## src/rtl/uart_pkt_pkg.sv

```systemverilog
`default_nettype none
// ============================================================================
// Module   : uart_pkt_pkg
// Brief    : Shared state encodings, error codes and defaults for the UART RX
//            packet controller.
// Revision : 1.0 - initial release
// ============================================================================
package uart_pkt_pkg;

  localparam logic [2:0] S_HUNT = 3'd0;
  localparam logic [2:0] S_LEN  = 3'd1;
  localparam logic [2:0] S_DATA = 3'd2;
  localparam logic [2:0] S_CSUM = 3'd3;

  localparam logic [1:0] ERR_NONE = 2'b00;
  localparam logic [1:0] ERR_LEN  = 2'b01;
  localparam logic [1:0] ERR_CSUM = 2'b10;
  localparam logic [1:0] ERR_TMO  = 2'b11;

  localparam logic [7:0] SYNC_BYTE_DEFAULT = 8'hA5;

endpackage
`default_nettype wire

```

## src/rtl/uart_fifo_reader.sv

```systemverilog
`default_nettype none
// ============================================================================
// Module   : uart_fifo_reader
// Brief    : FETCH/LATCH handshake on the RX FIFO; turns read strobes into a
//            byte stream with a one-cycle valid, throttled by i_Hold.
// Revision : 1.0 - initial release
// ============================================================================
module uart_fifo_reader (
  input  logic       i_Clock,
  input  logic       i_Reset,
  input  logic       i_Fifo_Empty,
  input  logic [7:0] i_Fifo_Data,
  input  logic       i_Hold,
  output logic       o_Fifo_Rd,
  output logic       o_Byte_Valid,
  output logic [7:0] o_Byte
);

  logic r_latch;

  // r_latch marks the LATCH cycle, which also blocks back-to-back strobes.
  assign o_Fifo_Rd    = !i_Reset && !i_Fifo_Empty && !i_Hold && !r_latch;
  assign o_Byte_Valid = r_latch;
  assign o_Byte       = i_Fifo_Data;

  always_ff @(posedge i_Clock or posedge i_Reset) begin
    if (i_Reset) begin
      r_latch <= 1'b0;
    end else begin
      r_latch <= o_Fifo_Rd;
    end
  end

endmodule
`default_nettype wire

```

## src/rtl/uart_rx_pkt_ctrl.sv

```systemverilog
`default_nettype none
// ============================================================================
// Module   : uart_rx_pkt_ctrl
// Brief    : Frames the RX FIFO byte stream into SYNC/LEN/payload/CSUM packets
//            and streams payload under valid/ready. Optional inter-byte idle
//            timeout is enabled by defining UART_RX_PKT_TIMEOUT_EN.
// Revision : 1.0 - initial release
// ============================================================================
module uart_rx_pkt_ctrl
  import uart_pkt_pkg::*;
#(
  parameter logic [7:0] SYNC_BYTE      = SYNC_BYTE_DEFAULT,
  parameter int         MAX_LEN        = 16,
  parameter int         TIMEOUT_CYCLES = 1024
) (
  input  logic       i_Clock,
  input  logic       i_Reset,
  input  logic       i_Fifo_Empty,
  input  logic [7:0] i_Fifo_Data,
  output logic       o_Fifo_Rd,
  output logic [7:0] o_Data,
  output logic       o_Data_Valid,
  input  logic       i_Data_Ready,
  output logic       o_Data_First,
  output logic       o_Data_Last,
  output logic       o_Pkt_Done,
  output logic       o_Pkt_Err,
  output logic [1:0] o_Err_Code,
  output logic [2:0] o_State
);

  localparam logic [7:0] MAX_LEN_B = 8'(MAX_LEN);

  logic [2:0] r_state;
  logic [7:0] r_csum;
  logic [7:0] r_count;
  logic       r_first_pending;
  logic [7:0] r_data;
  logic       r_data_valid;
  logic       r_data_first;
  logic       r_data_last;
  logic       r_pkt_done;
  logic       r_pkt_err;
  logic [1:0] r_err_code;

  logic       w_hold;
  logic       w_byte_vld;
  logic [7:0] w_byte;
  logic       w_xfer;
  logic       w_tmo;

  // Any pending output blocks the next fetch, so status pulses never overlap
  // the read of the following packet's SYNC.
  assign w_hold = r_data_valid || r_pkt_done || r_pkt_err;
  assign w_xfer = r_data_valid && i_Data_Ready;

  uart_fifo_reader u_reader (
    .i_Clock      (i_Clock),
    .i_Reset      (i_Reset),
    .i_Fifo_Empty (i_Fifo_Empty),
    .i_Fifo_Data  (i_Fifo_Data),
    .i_Hold       (w_hold),
    .o_Fifo_Rd    (o_Fifo_Rd),
    .o_Byte_Valid (w_byte_vld),
    .o_Byte       (w_byte)
  );

`ifdef UART_RX_PKT_TIMEOUT_EN
  localparam logic [15:0] TMO_LAST = 16'(TIMEOUT_CYCLES - 1);

  logic [15:0] r_idle;
  logic        w_waiting;

  // Only starvation counts; a stalled output byte keeps w_waiting low.
  assign w_waiting = (r_state != S_HUNT) && i_Fifo_Empty && !w_byte_vld && !r_data_valid;
  assign w_tmo     = w_waiting && (r_idle == TMO_LAST);

  always_ff @(posedge i_Clock or posedge i_Reset) begin
    if (i_Reset) begin
      r_idle <= 16'd0;
    end else if (o_Fifo_Rd || (r_state == S_HUNT) || w_tmo) begin
      r_idle <= 16'd0;
    end else if (w_waiting) begin
      r_idle <= r_idle + 16'd1;
    end
  end
`else
  logic unused_timeout;
  assign unused_timeout = ^TIMEOUT_CYCLES;
  assign w_tmo          = 1'b0;
`endif

  always_ff @(posedge i_Clock or posedge i_Reset) begin
    if (i_Reset) begin
      r_state         <= S_HUNT;
      r_csum          <= 8'd0;
      r_count         <= 8'd0;
      r_first_pending <= 1'b0;
      r_data          <= 8'd0;
      r_data_valid    <= 1'b0;
      r_data_first    <= 1'b0;
      r_data_last     <= 1'b0;
      r_pkt_done      <= 1'b0;
      r_pkt_err       <= 1'b0;
      r_err_code      <= ERR_NONE;
    end else begin
      r_pkt_done <= 1'b0;
      r_pkt_err  <= 1'b0;

      if (w_xfer) begin
        r_data_valid <= 1'b0;
        r_data_first <= 1'b0;
        r_data_last  <= 1'b0;
        r_count      <= r_count - 8'd1;
        if (r_count == 8'd1) begin
          r_state <= S_CSUM;
        end
      end

      if (w_byte_vld) begin
        case (r_state)
          S_HUNT: begin
            if (w_byte == SYNC_BYTE) begin
              r_csum  <= 8'd0;
              r_state <= S_LEN;
            end
          end
          S_LEN: begin
            if ((w_byte == 8'd0) || (w_byte > MAX_LEN_B)) begin
              r_pkt_err  <= 1'b1;
              r_err_code <= ERR_LEN;
              r_state    <= S_HUNT;
            end else begin
              r_csum          <= w_byte;
              r_count         <= w_byte;
              r_first_pending <= 1'b1;
              r_state         <= S_DATA;
            end
          end
          S_DATA: begin
            r_csum          <= r_csum ^ w_byte;
            r_data          <= w_byte;
            r_data_valid    <= 1'b1;
            r_data_first    <= r_first_pending;
            r_data_last     <= (r_count == 8'd1);
            r_first_pending <= 1'b0;
          end
          S_CSUM: begin
            if (w_byte == r_csum) begin
              r_pkt_done <= 1'b1;
            end else begin
              r_pkt_err  <= 1'b1;
              r_err_code <= ERR_CSUM;
            end
            r_state <= S_HUNT;
          end
          default: r_state <= S_HUNT;
        endcase
      end

      if (w_tmo) begin
        r_pkt_err  <= 1'b1;
        r_err_code <= ERR_TMO;
        r_state    <= S_HUNT;
      end
    end
  end

  assign o_Data       = r_data;
  assign o_Data_Valid = r_data_valid;
  assign o_Data_First = r_data_first;
  assign o_Data_Last  = r_data_last;
  assign o_Pkt_Done   = r_pkt_done;
  assign o_Pkt_Err    = r_pkt_err;
  assign o_Err_Code   = r_err_code;
  assign o_State      = r_state;

endmodule
`default_nettype wire

```

## config.mk

```make
export PLATFORM = sky130hd
export DESIGN_NAME = uart_rx_pkt_ctrl
export DESIGN_NICKNAME = d
export VERILOG_FILES = /design/src/rtl/uart_pkt_pkg.sv /design/src/rtl/uart_fifo_reader.sv /design/src/rtl/uart_rx_pkt_ctrl.sv
export SDC_FILE = /design/constraint.sdc
export NUM_CORES = 1
export LEC_CHECK = 0
export ABC_AREA = 1
export CAP_MARGIN = 40
export CORE_MARGIN = 10
export CORE_UTILIZATION = 30
export CTS_CLUSTER_DIAMETER = 120
export DETAILED_ROUTE_END_ITERATION = 10
export PLACE_DENSITY = 0.57
export SLEW_MARGIN = 5
export SYNTH_ARGS = -nofsm -noshare
export SYNTH_HDL_FRONTEND = slang
export SYNTH_SLANG_ARGS = --single-unit
```

## constraint.sdc

```tcl
create_clock -name i_Clock -period 1.5 [get_ports i_Clock]
set_clock_uncertainty 0.2 [all_clocks]
set_input_delay 0.3 -clock i_Clock [delete_from_list [all_inputs] [get_ports i_Clock]]
set_output_delay 0.3 -clock i_Clock [all_outputs]
set_load 0.01 [all_outputs]
```

## After elaboration in Yosys (flattened, before gate mapping)

Cells that the tools add are included.

| storage, ports and cells | value |
|---|---|
| output and inout bits | 19 |
| word-level logic and storage cells | 79 |
| register bits after elaboration | 36 |

| cells by class | value |
|---|---|
| $add $sub $neg | 1 |
| muxes and demuxes | 34 |
| bitwise operators | 1 |
| reductions and logical operators | 20 |
| equal/unequal tests | 10 |
| order comparisons | 1 |

Operators with widths:

| operator | count |
|---|---|
| 2-to-1 mux 8 bit | 6 |
| case mux 8 bit (3 select lines) | 1 |
| 2-to-1 mux 1 bit | 16 |
| 2-to-1 mux 3 bit | 4 |
| case mux 3 bit (3 select lines) | 1 |
| == test 8 x 1 -> 1 bit, second input constant | 1 |
| == test 8 bit | 1 |
| == test 8 bit, second input constant | 1 |
| > comparator 8 x 5 -> 1 bit, second input constant | 1 |
| logical NOT 8 bit | 1 |
| inequality test 2 bit, second input constant | 4 |
| AND reduction 4 bit | 2 |
| subtractor 8 x 1 -> 8 bit, second input constant | 1 |
| XOR 8 bit | 1 |
| == test 3 x 2 -> 1 bit, second input constant | 2 |
| 2-to-1 mux 2 bit | 3 |
| logical AND 1 bit | 4 |
| logical NOT 1 bit | 4 |
| case mux 1 bit (2 select lines) | 2 |
| case mux 2 bit (2 select lines) | 1 |
| nonzero test 2 bit | 2 |
| == test 3 x 1 -> 1 bit, second input constant | 1 |
| logical NOT 3 bit | 1 |
| logical OR 1 bit | 3 |
| other kinds (3) | 3 |

## Depth between registers and ports, before layout

| logic depth | value |
|---|---|
| depth in word-level cells | 6 |
| depth in mapped cells | 10 |
| mapped depth without buffers | 10 |

## By module

Synthesis repeated with hierarchy kept, for this count alone.

| unflattened totals | value |
|---|---|
| cells, all modules | 258 |
| area, all modules | 2011.9 µm² |

Modules (own cells, without submodules):

| module | times used | cells each | area an instance (µm²) | sequential area each (µm²) |
|---|---|---|---|---|
| uart_rx_pkt_ctrl | 1 | 242 | 1900.6 | 875.8 |
| uart_fifo_reader | 1 | 16 | 111.4 | 25.0 |

## Least setup slack after synthesis

Ideal clock, no wire load.

| timing path | value |
|---|---|
| path kind | flip-flop to flip-flop |
| from | reg r_state[2], in the netlist o_State[2] |
| to | reg r_count[3] |
| stages on the path, launching flop included | 8 |
| library setup time | 0.117 ns |
| path slack | -0.055 ns |
| data arrival time | 1.238 ns |
| clock period less this slack | 1.555 ns |
| buffers on the path | 1 |
| cells stage by stage | dfrtp_1 > inv_1 > nand2_2 > nor2_2 > nand4_2 > buf_6 > nand2_1 > o21ai_2 |

| on the way | value |
|---|---|
| longest elaborated chain between the ends | 3 |

Ends and longest elaborated chain:

| what | line | source |
|---|---|---|
| start: declaration | uart_rx_pkt_ctrl.sv:34 | `logic [2:0] r_state;` |
| start signal: assignment | uart_rx_pkt_ctrl.sv:95 | `r_state <= S_HUNT;` |
| start signal: assignment | uart_rx_pkt_ctrl.sv:116 | `r_state <= S_CSUM;` |
| start signal: assignment | uart_rx_pkt_ctrl.sv:125 | `r_state <= S_LEN;` |
| == test 3 x 1 -> 1 bit | uart_rx_pkt_ctrl.sv:121 | `case (r_state)` |
| 2-to-1 mux 8 bit | uart_rx_pkt_ctrl.sv:121 |  |
| 2-to-1 mux 8 bit | uart_rx_pkt_ctrl.sv:120 | `if (w_byte_vld) begin` |
| end signal: assignment | uart_rx_pkt_ctrl.sv:114 | `r_count <= r_count - 8'd1;` |
| end signal: assignment | uart_rx_pkt_ctrl.sv:135 | `r_count <= w_byte;` |
| end: declaration | uart_rx_pkt_ctrl.sv:36 | `logic [7:0] r_count;` |

Every way passes these cells.
A chain may end at the register's enable or synchronous reset.

## Final worst setup path

| timing path | value |
|---|---|
| from | reg r_state[2], in the netlist o_State[2] |
| to | reg r_csum[0] |

| on the way | value |
|---|---|
| longest elaborated chain between the ends | 3 |
| elaborated cells between the ends (all ways) | 8 |
| classes of those cells | eq/ne: 4; mux: 1; reduce/logical: 3 |

Ends and longest elaborated chain:

| what | line | source |
|---|---|---|
| == test 3 x 1 -> 1 bit, or another cell as far along | uart_rx_pkt_ctrl.sv:121 |  |
| inequality test 2 bit (no line) / nonzero test 3 bit (equally long branches) | - |  |
| AND reduction 4 bit (no line) | - |  |
| end signal: assignment | uart_rx_pkt_ctrl.sv:134 | `r_csum <= w_byte;` |
| end signal: assignment | uart_rx_pkt_ctrl.sv:141 | `r_csum <= r_csum ^ w_byte;` |
| end: declaration | uart_rx_pkt_ctrl.sv:35 | `logic [7:0] r_csum;` |

Parallel ways exist; a longest one is shown, timed or not.

==> metrics.md <==
| Metric | Value |
|---|---|
| Yosys warns | `0` |
| R2r setup slk | `-0.20 ns` |
| Final max-slew violation count | `0` |
| Max Cap Viol | `0` |
| Via count | `roughly 2000` |
| Hold Path Class | `input pin to register` |
| Total CTS buffers | `5` |
| Reg clk slew, reported paths | `approximately 0.070 ns` |
| DPL Wire Length | `3.91 mm` |
| Buf/Inv on CP | `2` |
| RR Startpoint | `o_State[2]` |
| Reg power frac | `35.4%` |
| Final min period | `1.70 ns` |
| Antenna violations before repair | `0` |
| Worst path cell trace | `inv_2 -> nand2_4 -> nor2_4 -> clkinvlp_4 -> o22ai_1 -> nand3_2 -> nand2_1` |
| Total grt overflow | `0` |
| Commonest non-fill, non-tap cell in the layout | `buf_4` |
| Post-DRT Antenna Nets | `0` |
| Part of the Yosys area used for sequential elements | `a little under half` |
| Slew at the pin closest to its max-slew limit | `around 0.34 ns` |
| Die Span X | `100 um` |
| CTS tree | `done` |
| Violations in the final reports | `setup timing` |
| Max incr delay on CP | `0.44 ns` |
| Total Die Area | `10000 um^2` |
| DR iter-0 viols | `88` |
| Syn Area/Cell | `7.95 um^2` |
| R2R depth | `7` |
| Critical path depth | `7` |
| Final instance area | `3350 um^2` |
| Critical path fanouts, max | `8` |
| Setup crit end kind | `register` |
| Clock power share | `18.2%` |
| Vias in the first global route | `1980` |
| Share of post-route cells with drive strength above 1 | `around 52%` |
| Cell family with the largest share of critical-path delay | `flip-flops` |
| Largest net degree at the start of global routing | `37` |
| Worst setup margin | `-0.201 ns` |
| PD cells | `roughly 1200 nW/um^2` |
| Clk_lat worst skew | `between 0.2 and 0.3 ns` |
| Cells after Synth | `243` |
| Final #Nets | `358` |
| Port buffer count | `30` |
| Cts hold-fix bufs | `0` |
| Starting Density | `slightly above 30%` |
| Final worst path period share | `113%` |
| Final wirelength | `approximately 6.0 mm` |
| Post-synth design cell area | `about 1900 um^2` |
| Worst EP required | `between 1.5 and 2 ns` |
| Global-route wire length before repair | `9.33 mm` |
| Distinct cells, synth | `26` |
| Fmax | `588 MHz` |
| Logic pwr share | `46.4%` |
| Setup crit start kind | `register` |
| Wire per inst | `14.3 um` |
| Post-synthesis register bit count | `36` |
| Psw | `about 1.5 mW` |
| Pre-antenna DRT Iters | `4` |
| Crit. Startpoint | `o_State[2]` |
| Global Route Usage Sum | `11.4%` |
| Final RePlAce weighted congestion | `0.825` |
| Worst VDD drop | `roughly 620 uV` |
| Hold Fails Final Rpt | `0` |
| Core Box Area | `6310 um^2` |
| Internal power | `about 2.5 mW` |
| Clock Tree Buf Depth | `2` |
| I/O pins | `31` |
| CP max stage cell | `dfrtp_2` |
| Switching share of power | `a little under two fifths` |
| Worst setup path endpoint | `r_csum[0]` |
| Final setup viols | `34` |
| # diodes | `0` |
| Total power | `about 4 mW` |
| WP data arrival | `1.74 ns` |
| Syn-to-layout area delta | `73.6%` |
| Leakage | `about 1.6 nW` |
| RSZ-0062 raised after global routing | `yes` |
| # H-tree levels | `2` |
| Drt drc | `0` |
| Post-DP Area | `~2700 um^2` |
| Status | `finished, violations left` |
| DR vias/cell | `4.72` |
| Synth Net Count | `~260` |
| R2r endpoint | `r_csum[0]` |
| Most frequent cells in the layout | `buf_4 (52), nand2_1 (35), dfrtp_1 (33)` |
| Slew HR | `77.0%` |
| Die Span Y | `~100 um` |
| Rows | `29` |
| Sink Count | `36` |
| Root Buffer | `clkbuf_8` |
| Worst Setup Path Type | `register to register` |
worst min-delay path by stage:
stage | start | endpoint | slack, ns | depth (start not counted)
floorplan | i_Data_Ready | o_Data_Valid | 0.21 | 1
global route | i_Data_Ready | o_Data_Valid | 0.20 | 2
global placement | r_first_pending | r_first_pending | 0.26 | 2
detailed placement | r_first_pending | r_first_pending | 0.26 | 2
CTS | i_Data_Ready | o_Data_Valid | 0.17 | 2
finish | i_Data_Ready | o_Data_Valid | 0.17 | 2
metal layers:
| layer | up-vias | global-route usage [%] | wire length, um | part of all wire (%) |
|---|---|---|---|---|
| li1 | 983 | - | - | - |
| met1 | 980 | 13.0 | 2460 | 41 |
| met2 | 19 | 19.6 | 3280 | 54 |
| met3 | 9 | 3.30 | 203 | 3.4 |
| met4 | 0 | 3.91 | 104 | 1.7 |
| met5 | - | 0 | 0 | 0 |
area by class of cell:
cell class	count	area [um^2]
flip-flops and latches	36	905
clock buffers	8	90.1
well taps	77	96.3
fillers	593	2960
multi-input cells	167	1250
repair buffers	97	861
inverters	37	148
power groups by stage:
stage,sequential [mW],combinational (mW),clock (mW)
after floorplan,1.46,0.651,0
after global placement,1.40,1.40,0
after detailed placement,1.41,1.43,0
after CTS,1.39,1.54,0.745
after global routing,1.46,2.05,0.784
final,1.43,1.87,0.732
worst reg2reg max path: stages, from the launching register on:
cell and delay (ns):
dfrtp_2 0.44, inv_2 0.09, nand2_4 0.06, nor2_4 0.20
clkinvlp_4 0.25, o22ai_1 0.25, nand3_2 0.09, nand2_1 0.07
flip-flops by register name, indices dropped and copies added, names as in the netlist:
register and count:
r_count 8, o_Err_Code 2, u_reader.o_Byte_Valid 1, o_State 3
r_first_pending 1, o_Data_First 1, o_Pkt_Done 1, o_Pkt_Err 1
o_Data_Last 1, o_Data 8, r_csum 8, o_Data_Valid 1
synth_stat cells (all sizes together):
cell	count	share of area (%)
nor3	7	2.9
xor2	3	1.4
o31ai	1	0.39
nand2	67	14
o22ai	8	2.6
inv	37	7.2
nand3	25	6.5
ha	2	1.3
o21ai	17	5.0
nor2	21	4.2
nand4	3	1.3
a21oi	6	2.7
xnor2	7	3.2
clkbuf	2	0.39
dfrtp	36	47
buf	1	0.58
stage by stage:
step	hold WS (ns)	utilization, %	worst slack [ns]	cells	setup TNS, ns
floorplan	0.207	-	-0.0134	243	-0.107
global placement	0.259	43.5	-0.626	399	-11.67
detailed placement	0.259	43.5	-0.662	399	-12.32
CTS	0.169	48.6	-0.185	416	-1.00
global route	0.199	53.1	-0.298	422	-6.54
finish	0.171	53.1	-0.201	422	-4.17
repair_timing:
action                     4_1_cts  5_1_grt
setup endpoints to repair       50       39
pin swaps                       16       15
cloned                           1        1
resized for setup               95       85
buffers inserted                 8        6
kinds of logic after synthesis:
logic type               synth area share (%)
flip-flops                               46.6
AND/OR/NAND/NOR                          28.7
adder cells (fa/ha/maj)                  1.30
AO/OA/AOI/OAI                            10.7
XOR/XNOR                                 4.53
buffers and inverters                    8.16
(Power assumes the default switching activity.)
